**src/rtl/f8_uart_tx_periph.sv**
```systemverilog
// Memory-mapped 8N1 UART transmitter on the f8 data bus: byte-lane decoded
// 8-byte register window, TX FIFO and serializer.
module f8_uart_tx_periph #(
    parameter logic [15:0] BASE       = 16'hFF00,
    parameter int unsigned FIFO_DEPTH = 4,
    parameter logic [15:0] DIV_RESET  = 16'd9
) (
    input  logic        clk,
    input  logic        reset,
    input  logic [15:0] dread_addr,
    output logic [15:0] dread_data,
    output logic        dread_hit,
    input  logic [15:0] dwrite_addr,
    input  logic [15:0] dwrite_data,
    input  logic [1:0]  dwrite_en,
    output logic        tx,
    output logic        irq
);
    localparam int unsigned PW = (FIFO_DEPTH > 1) ? $clog2(FIFO_DEPTH) : 1;
    localparam int unsigned CW = PW + 1;

    typedef enum logic [1:0] {S_IDLE, S_START, S_DATA, S_STOP} state_e;

    state_e        state_q, state_d;
    logic [15:0]   div_q, div_d, cnt_q, cnt_d;
    logic [7:0]    shreg_q, shreg_d;
    logic [2:0]    bit_q, bit_d;
    logic          tx_q, tx_d;
    logic          en_q, en_d, ien_q, ien_d, ovf_q, ovf_d;
    logic [7:0]    mem_q [FIFO_DEPTH];
    logic [PW-1:0] wp_q, rp_q;
    logic [CW-1:0] count_q, count_d;
    logic          full, empty, busy, pop, push, push_ok, ovf_clr;
    logic [7:0]    push_byte;

    assign full    = (count_q == CW'(FIFO_DEPTH));
    assign empty   = (count_q == '0);
    assign busy    = (state_q != S_IDLE);
    assign push_ok = push & ~full;
    assign count_d = count_q + CW'(push_ok) - CW'(pop);
    assign tx      = tx_q;
    assign irq     = ien_q & empty & ~busy;

    function automatic logic in_win(input logic [15:0] a);
        return a[15:3] == BASE[15:3];
    endfunction

    // Read mux: each byte lane decoded on its own, address+1 wraps naturally.
    always_comb begin
        logic [15:0] a;
        logic [7:0]  rb;
        dread_data = '0;
        dread_hit  = 1'b0;
        for (int l = 0; l < 2; l++) begin
            a  = dread_addr + 16'(l);
            rb = '0;
            if (in_win(a)) begin
                dread_hit = 1'b1;
                case (a[2:0])
                    3'd1:    rb = {4'b0, ovf_q, busy, empty, full};
                    3'd2:    rb = div_q[7:0];
                    3'd3:    rb = div_q[15:8];
                    3'd4:    rb = {6'b0, ien_q, en_q};
                    default: rb = '0;
                endcase
            end
            dread_data[8*l +: 8] = rb;
        end
    end

    // Write decode; an OVF clear in the same write beats an overflow set.
    always_comb begin
        logic [15:0] a;
        logic [7:0]  wb;
        div_d     = div_q;
        en_d      = en_q;
        ien_d     = ien_q;
        push      = 1'b0;
        push_byte = '0;
        ovf_clr   = 1'b0;
        for (int l = 0; l < 2; l++) begin
            a  = dwrite_addr + 16'(l);
            wb = dwrite_data[8*l +: 8];
            if (dwrite_en[l] && in_win(a)) begin
                case (a[2:0])
                    3'd0: begin push = 1'b1; push_byte = wb; end
                    3'd1: ovf_clr = wb[3];
                    3'd2: div_d[7:0] = wb;
                    3'd3: div_d[15:8] = wb;
                    3'd4: begin en_d = wb[0]; ien_d = wb[1]; end
                    default: ;
                endcase
            end
        end
        ovf_d = ovf_q;
        if (push && full) ovf_d = 1'b1;
        if (ovf_clr)      ovf_d = 1'b0;
    end

    // Serializer next state; the bit counter reloads from the live divider.
    always_comb begin
        state_d = state_q;
        cnt_d   = cnt_q;
        shreg_d = shreg_q;
        bit_d   = bit_q;
        tx_d    = tx_q;
        pop     = 1'b0;
        case (state_q)
            S_IDLE: begin
                tx_d = 1'b1;
                if (en_q && !empty) begin
                    state_d = S_START;
                    pop     = 1'b1;
                    shreg_d = mem_q[rp_q];
                    cnt_d   = div_q;
                    tx_d    = 1'b0;
                end
            end
            S_START: begin
                if (cnt_q == '0) begin
                    state_d = S_DATA;
                    cnt_d   = div_q;
                    bit_d   = '0;
                    tx_d    = shreg_q[0];
                end else begin
                    cnt_d = cnt_q - 16'd1;
                end
            end
            S_DATA: begin
                if (cnt_q == '0) begin
                    cnt_d = div_q;
                    if (bit_q == 3'd7) begin
                        state_d = S_STOP;
                        tx_d    = 1'b1;
                    end else begin
                        bit_d   = bit_q + 3'd1;
                        shreg_d = {1'b0, shreg_q[7:1]};
                        tx_d    = shreg_q[1];
                    end
                end else begin
                    cnt_d = cnt_q - 16'd1;
                end
            end
            S_STOP: begin
                if (cnt_q == '0) begin
                    if (en_q && !empty) begin
                        state_d = S_START;
                        pop     = 1'b1;
                        shreg_d = mem_q[rp_q];
                        cnt_d   = div_q;
                        tx_d    = 1'b0;
                    end else begin
                        state_d = S_IDLE;
                        tx_d    = 1'b1;
                    end
                end else begin
                    cnt_d = cnt_q - 16'd1;
                end
            end
            default: state_d = S_IDLE;
        endcase
    end

    always_ff @(posedge clk or negedge reset) begin
        if (!reset) begin
            state_q <= S_IDLE;
            cnt_q   <= '0;
            shreg_q <= '0;
            bit_q   <= '0;
            tx_q    <= 1'b1;
            div_q   <= DIV_RESET;
            en_q    <= 1'b0;
            ien_q   <= 1'b0;
            ovf_q   <= 1'b0;
            wp_q    <= '0;
            rp_q    <= '0;
            count_q <= '0;
        end else begin
            state_q <= state_d;
            cnt_q   <= cnt_d;
            shreg_q <= shreg_d;
            bit_q   <= bit_d;
            tx_q    <= tx_d;
            div_q   <= div_d;
            en_q    <= en_d;
            ien_q   <= ien_d;
            ovf_q   <= ovf_d;
            count_q <= count_d;
            if (push_ok) wp_q <= wp_q + PW'(1);
            if (pop)     rp_q <= rp_q + PW'(1);
        end
    end

    // FIFO storage needs no reset; occupancy is tracked by count_q.
    always_ff @(posedge clk) begin
        if (push_ok) mem_q[wp_q] <= push_byte;
    end

endmodule

```
**config.mk**
```make
export PLATFORM = sky130hd
export DESIGN_NAME = f8_uart_tx_periph
export DESIGN_NICKNAME = d
export VERILOG_FILES = /design/src/rtl/f8_uart_tx_periph.sv
export SDC_FILE = /design/constraint.sdc
export NUM_CORES = 1
export LEC_CHECK = 0
export ABC_AREA = 1
export ABC_CLOCK_PERIOD_IN_PS = 6700
export CAP_MARGIN = 20
export CELL_PAD_IN_SITES_DETAIL_PLACEMENT = 1
export CELL_PAD_IN_SITES_GLOBAL_PLACEMENT = 2
export CORE_ASPECT_RATIO = 1.25
export CORE_MARGIN = 2
export CORE_UTILIZATION = 36
export DETAILED_ROUTE_END_ITERATION = 8
export GPL_ROUTABILITY_DRIVEN = 0
export PLACE_DENSITY = 0.95
export SLEW_MARGIN = 20
export SYNTH_ARGS = -nofsm -noshare
export SYNTH_HDL_FRONTEND = slang
export SYNTH_SLANG_ARGS = --single-unit
```
**constraint.sdc**
```tcl
create_clock -name clk -period 6.7 [get_ports clk]
set_input_delay 1.34 -clock clk [delete_from_list [all_inputs] [get_ports clk]]
set_output_delay 1.34 -clock clk [all_outputs]
set_load 0.05 [all_outputs]
```
==> impl_metrics.yaml <==
cells_and_area:
  seqCellArea_sq_um: 2370
  fin_nets: 969
  nFillCells: 2189
  diodes: 0
  design_area_sq_um: 7430
  syn2layout_area_growth_pct: 18.2
  drive_above_1_share: 0.102
  stdcell_count: 1127
  multiInputGateArea_sq_um: 3370
clocking:
  holdBufCountCts: 0
  cts_resized: 0
  cts_setup_buffers: 0
  cts.sinks: 88
  clk_path_buf_depth: 2
  insertion_delay_ns: 0.35
  numCtsBuffers: 9
  cts_root_buffer: "clkbuf_16"
  cts_tree: "done"
  path_clk_slew_ns: 0.07
  htreeDepth: 3
yosys:
  synth-main-ff-cell: "dfrtp_1"
  syn_inst: 844
  synth_edf_count: 32
  syn_area_per_cell_sq_um: 7.44
  yosysSeqAreaShare: 0.377
  synth_area_leaders: "dfrtp_1 21%, edfxtp_1 15%, nand2_1 9.6%"
  yosys_warnings: 0
  syn_area_sq_um: 6280
  synth_largest_area_cell: "dfrtp_1"
  syn_nets: 915
  synthArstFlopShare: 0.636
  synth_top_cell_area_share: 0.211
  synth_cell_types: 47
  synth-seq-cells: 88
worst_setup_path:
  cp-end-kind: "output port"
  crit_arrival_ns: 4.29
  cp-start-kind: "primary input"
  crit_fanout: 9
  worstSetupPathType: "in -> out"
  cp.required_ns: 5.36
routing:
  dr_total_vias: 5902
  dr.pass1.iters: 5
  viasPerCell: 5.24
  drt-total-wl_um: 18700
  wl_per_cell_um: 16.6
  drc: 0
  drtAntennaViolNets: 0
  drtIter0Drc: 342
sta:
  setup_violations: 0
  finalMaxSlewViolations: 0
  tightestPinTransition_ns: 0.989
  setup_tns_ns: 0
  hold_viol: 0
  maxSlewHeadroom: 0.340
  post-route-min-period_ns: 5.63
  skew_ns: 0.00913
  rsz0062_at_grt: "false"
  timing.final.crit_share: 0.840
  fmax_mhz: 178
  holdWs_ns: 0.492
placed_design:
  placed_area_sq_um: 7120
  portBuffers: 70
  dpl.hpwl_um: 14000
  dp_cells: 1111
run_status:
  status: "finished, final reports clean"
global_routing:
  grt_pass1_wl_um: 30300
  grt_overflow: 0
  grt_pass1_vias: 5957
  grtUsageTotal: 0.211
  grt_max_degree: 57
  antenna_found_initial: 0
floorplan:
  io-pin-count: 71
  die_w_um: 122
  start_util: 0.363
  core_sq_um: 17300
  die_y_um: 152
  dieArea_sq_um: 18500
  std_cell_rows: 54
min_path:
  hp-class: "reg -> reg"
power_and_ir_drop:
  leakage_nw: 3.24
  ir_drop_v: 0.000156
  p_per_area_nw_per_um2: 274
run:
  maxCapViolations: 0
[path summary, 6_finish.rpt]
kind | to | slack [ns] | from | cells past startpoint
setup / recovery | dread_data[9] | 1.07 | dread_addr[0] | 9
hold / removal | tx | 0.49 | tx | 2
setup reg to reg | count_q[2] | 3.44 | cnt_q[0] | 14
hold reg to reg | tx | 0.49 | tx | 2
max in group asynchronous | div_q[4] | 5.03 | reset | 2
min in group asynchronous | cnt_q[10] | 1.16 | reset | 2
[synthesized netlist by cell type (all sizes together) (2+ instances only)]
library cell / count
a21oi: 48
a221oi: 4
a22oi: 4
a31oi: 7
buf: 9
clkbuf: 19
dfrtp: 53
dfstp: 3
edfxtp: 32
ha: 18
inv: 107
mux2i: 2
nand2: 186
nand3: 31
nand4: 15
nor2: 120
nor3: 9
o211ai: 12
o21ai: 119
o21bai: 2
o221ai: 4
o22ai: 15
or2: 2
xnor2: 4
xor2: 13
[worst max-delay path, stage by stage]
cell,delay (ns)
clkdlybuf4s50_1,0.59
nand2_1,0.16
inv_1,0.09
ha_1,0.41
inv_1,0.11
nor2_1,0.45
a221oi_1,0.18
nor2_1,0.13
clkdlybuf4s50_1,0.81
[sequential cells by signal, summed over array words and instances, names as in the netlist, 2 cells and up]
register and count:
bit_q 3, shreg_q 8, rp_q 2, count_q 3
cnt_q 16, state_q 2, mem_q 32, wp_q 2
div_q 16
[metal layers]
layer  track usage  vias up  part of all wire
li1              -     2920                 -
met5             0        -                 0
met2         0.392       89              0.53
met3        0.0292       26             0.027
met1         0.249     2867              0.42
met4        0.0667        0             0.018
[final cells by class]
cell class | count | share of cell area
Multi-Input combinational cell | 620 | 0.453
Sequential cell | 88 | 0.319
Timing Repair Buffer | 71 | 0.0947
Inverter | 108 | 0.0546
Tap cell | 224 | 0.0377
Clock buffer | 10 | 0.0308
Clock inverter | 6 | 0.0103
[report_power, final]
part	internal (mW)	switching [mW]	total (mW)
combinational	0.285	0.532	0.818
clock	0.296	0.236	0.532
sequential	0.635	0.0503	0.685
total	1.22	0.819	2.04
[per-stage QoR]
| step | power (mW) | setup WS (ns) | utilization |
|---|---|---|---|
| after global routing | 2.19 | 0.911 | 0.429 |
| after CTS | 2.05 | 1.17 | 0.429 |
| after global placement | 1.50 | 1.22 | 0.412 |
| after detailed placement | 1.51 | 1.18 | 0.412 |
| after floorplan | 1.30 | 2.11 | - |
| final | 2.04 | 1.07 | 0.429 |
[kinds of logic (layout without fill, tap and decap cells)]
group | after synthesis | count (layout) | synth area share
AO/OA/AOI/OAI | 218 | 218 | 0.204
flip-flops | 88 | 88 | 0.377
multiplexers | 2 | 2 | 0.00319
buffers and inverters | 136 | 195 | 0.0874
adder cells (fa/ha/maj) | 19 | 19 | 0.0390
AND/OR/NAND/NOR | 364 | 364 | 0.266
XOR/XNOR | 17 | 17 | 0.0237
[placed cells by master (no fill, tap or decap), drive strengths merged]
master         instances
clkdlybuf4s50         69
o41ai                  1
nand4                 15
nor3                   9
o211ai                12
nand3                 31
ha                    18
inv                  110
nor2                 120
fa                     1
a221oi                 4
xnor2                  4
mux2i                  2
clkbuf                10
dfstp                  3
clkinv                 3
o221ai                 4
a22oi                  4
o31ai                  1
xor2                  13
o22ai                 15
bufinv                 1
buf                    2
edfxtp                32
a31oi                  7
or2                    2
dfrtp                 53
a21oi                 48
o21bai                 2
nand3b                 1
a221o                  1
nand2                186
o21ai                119
Note: power is estimated with default switching activity, not from simulation.
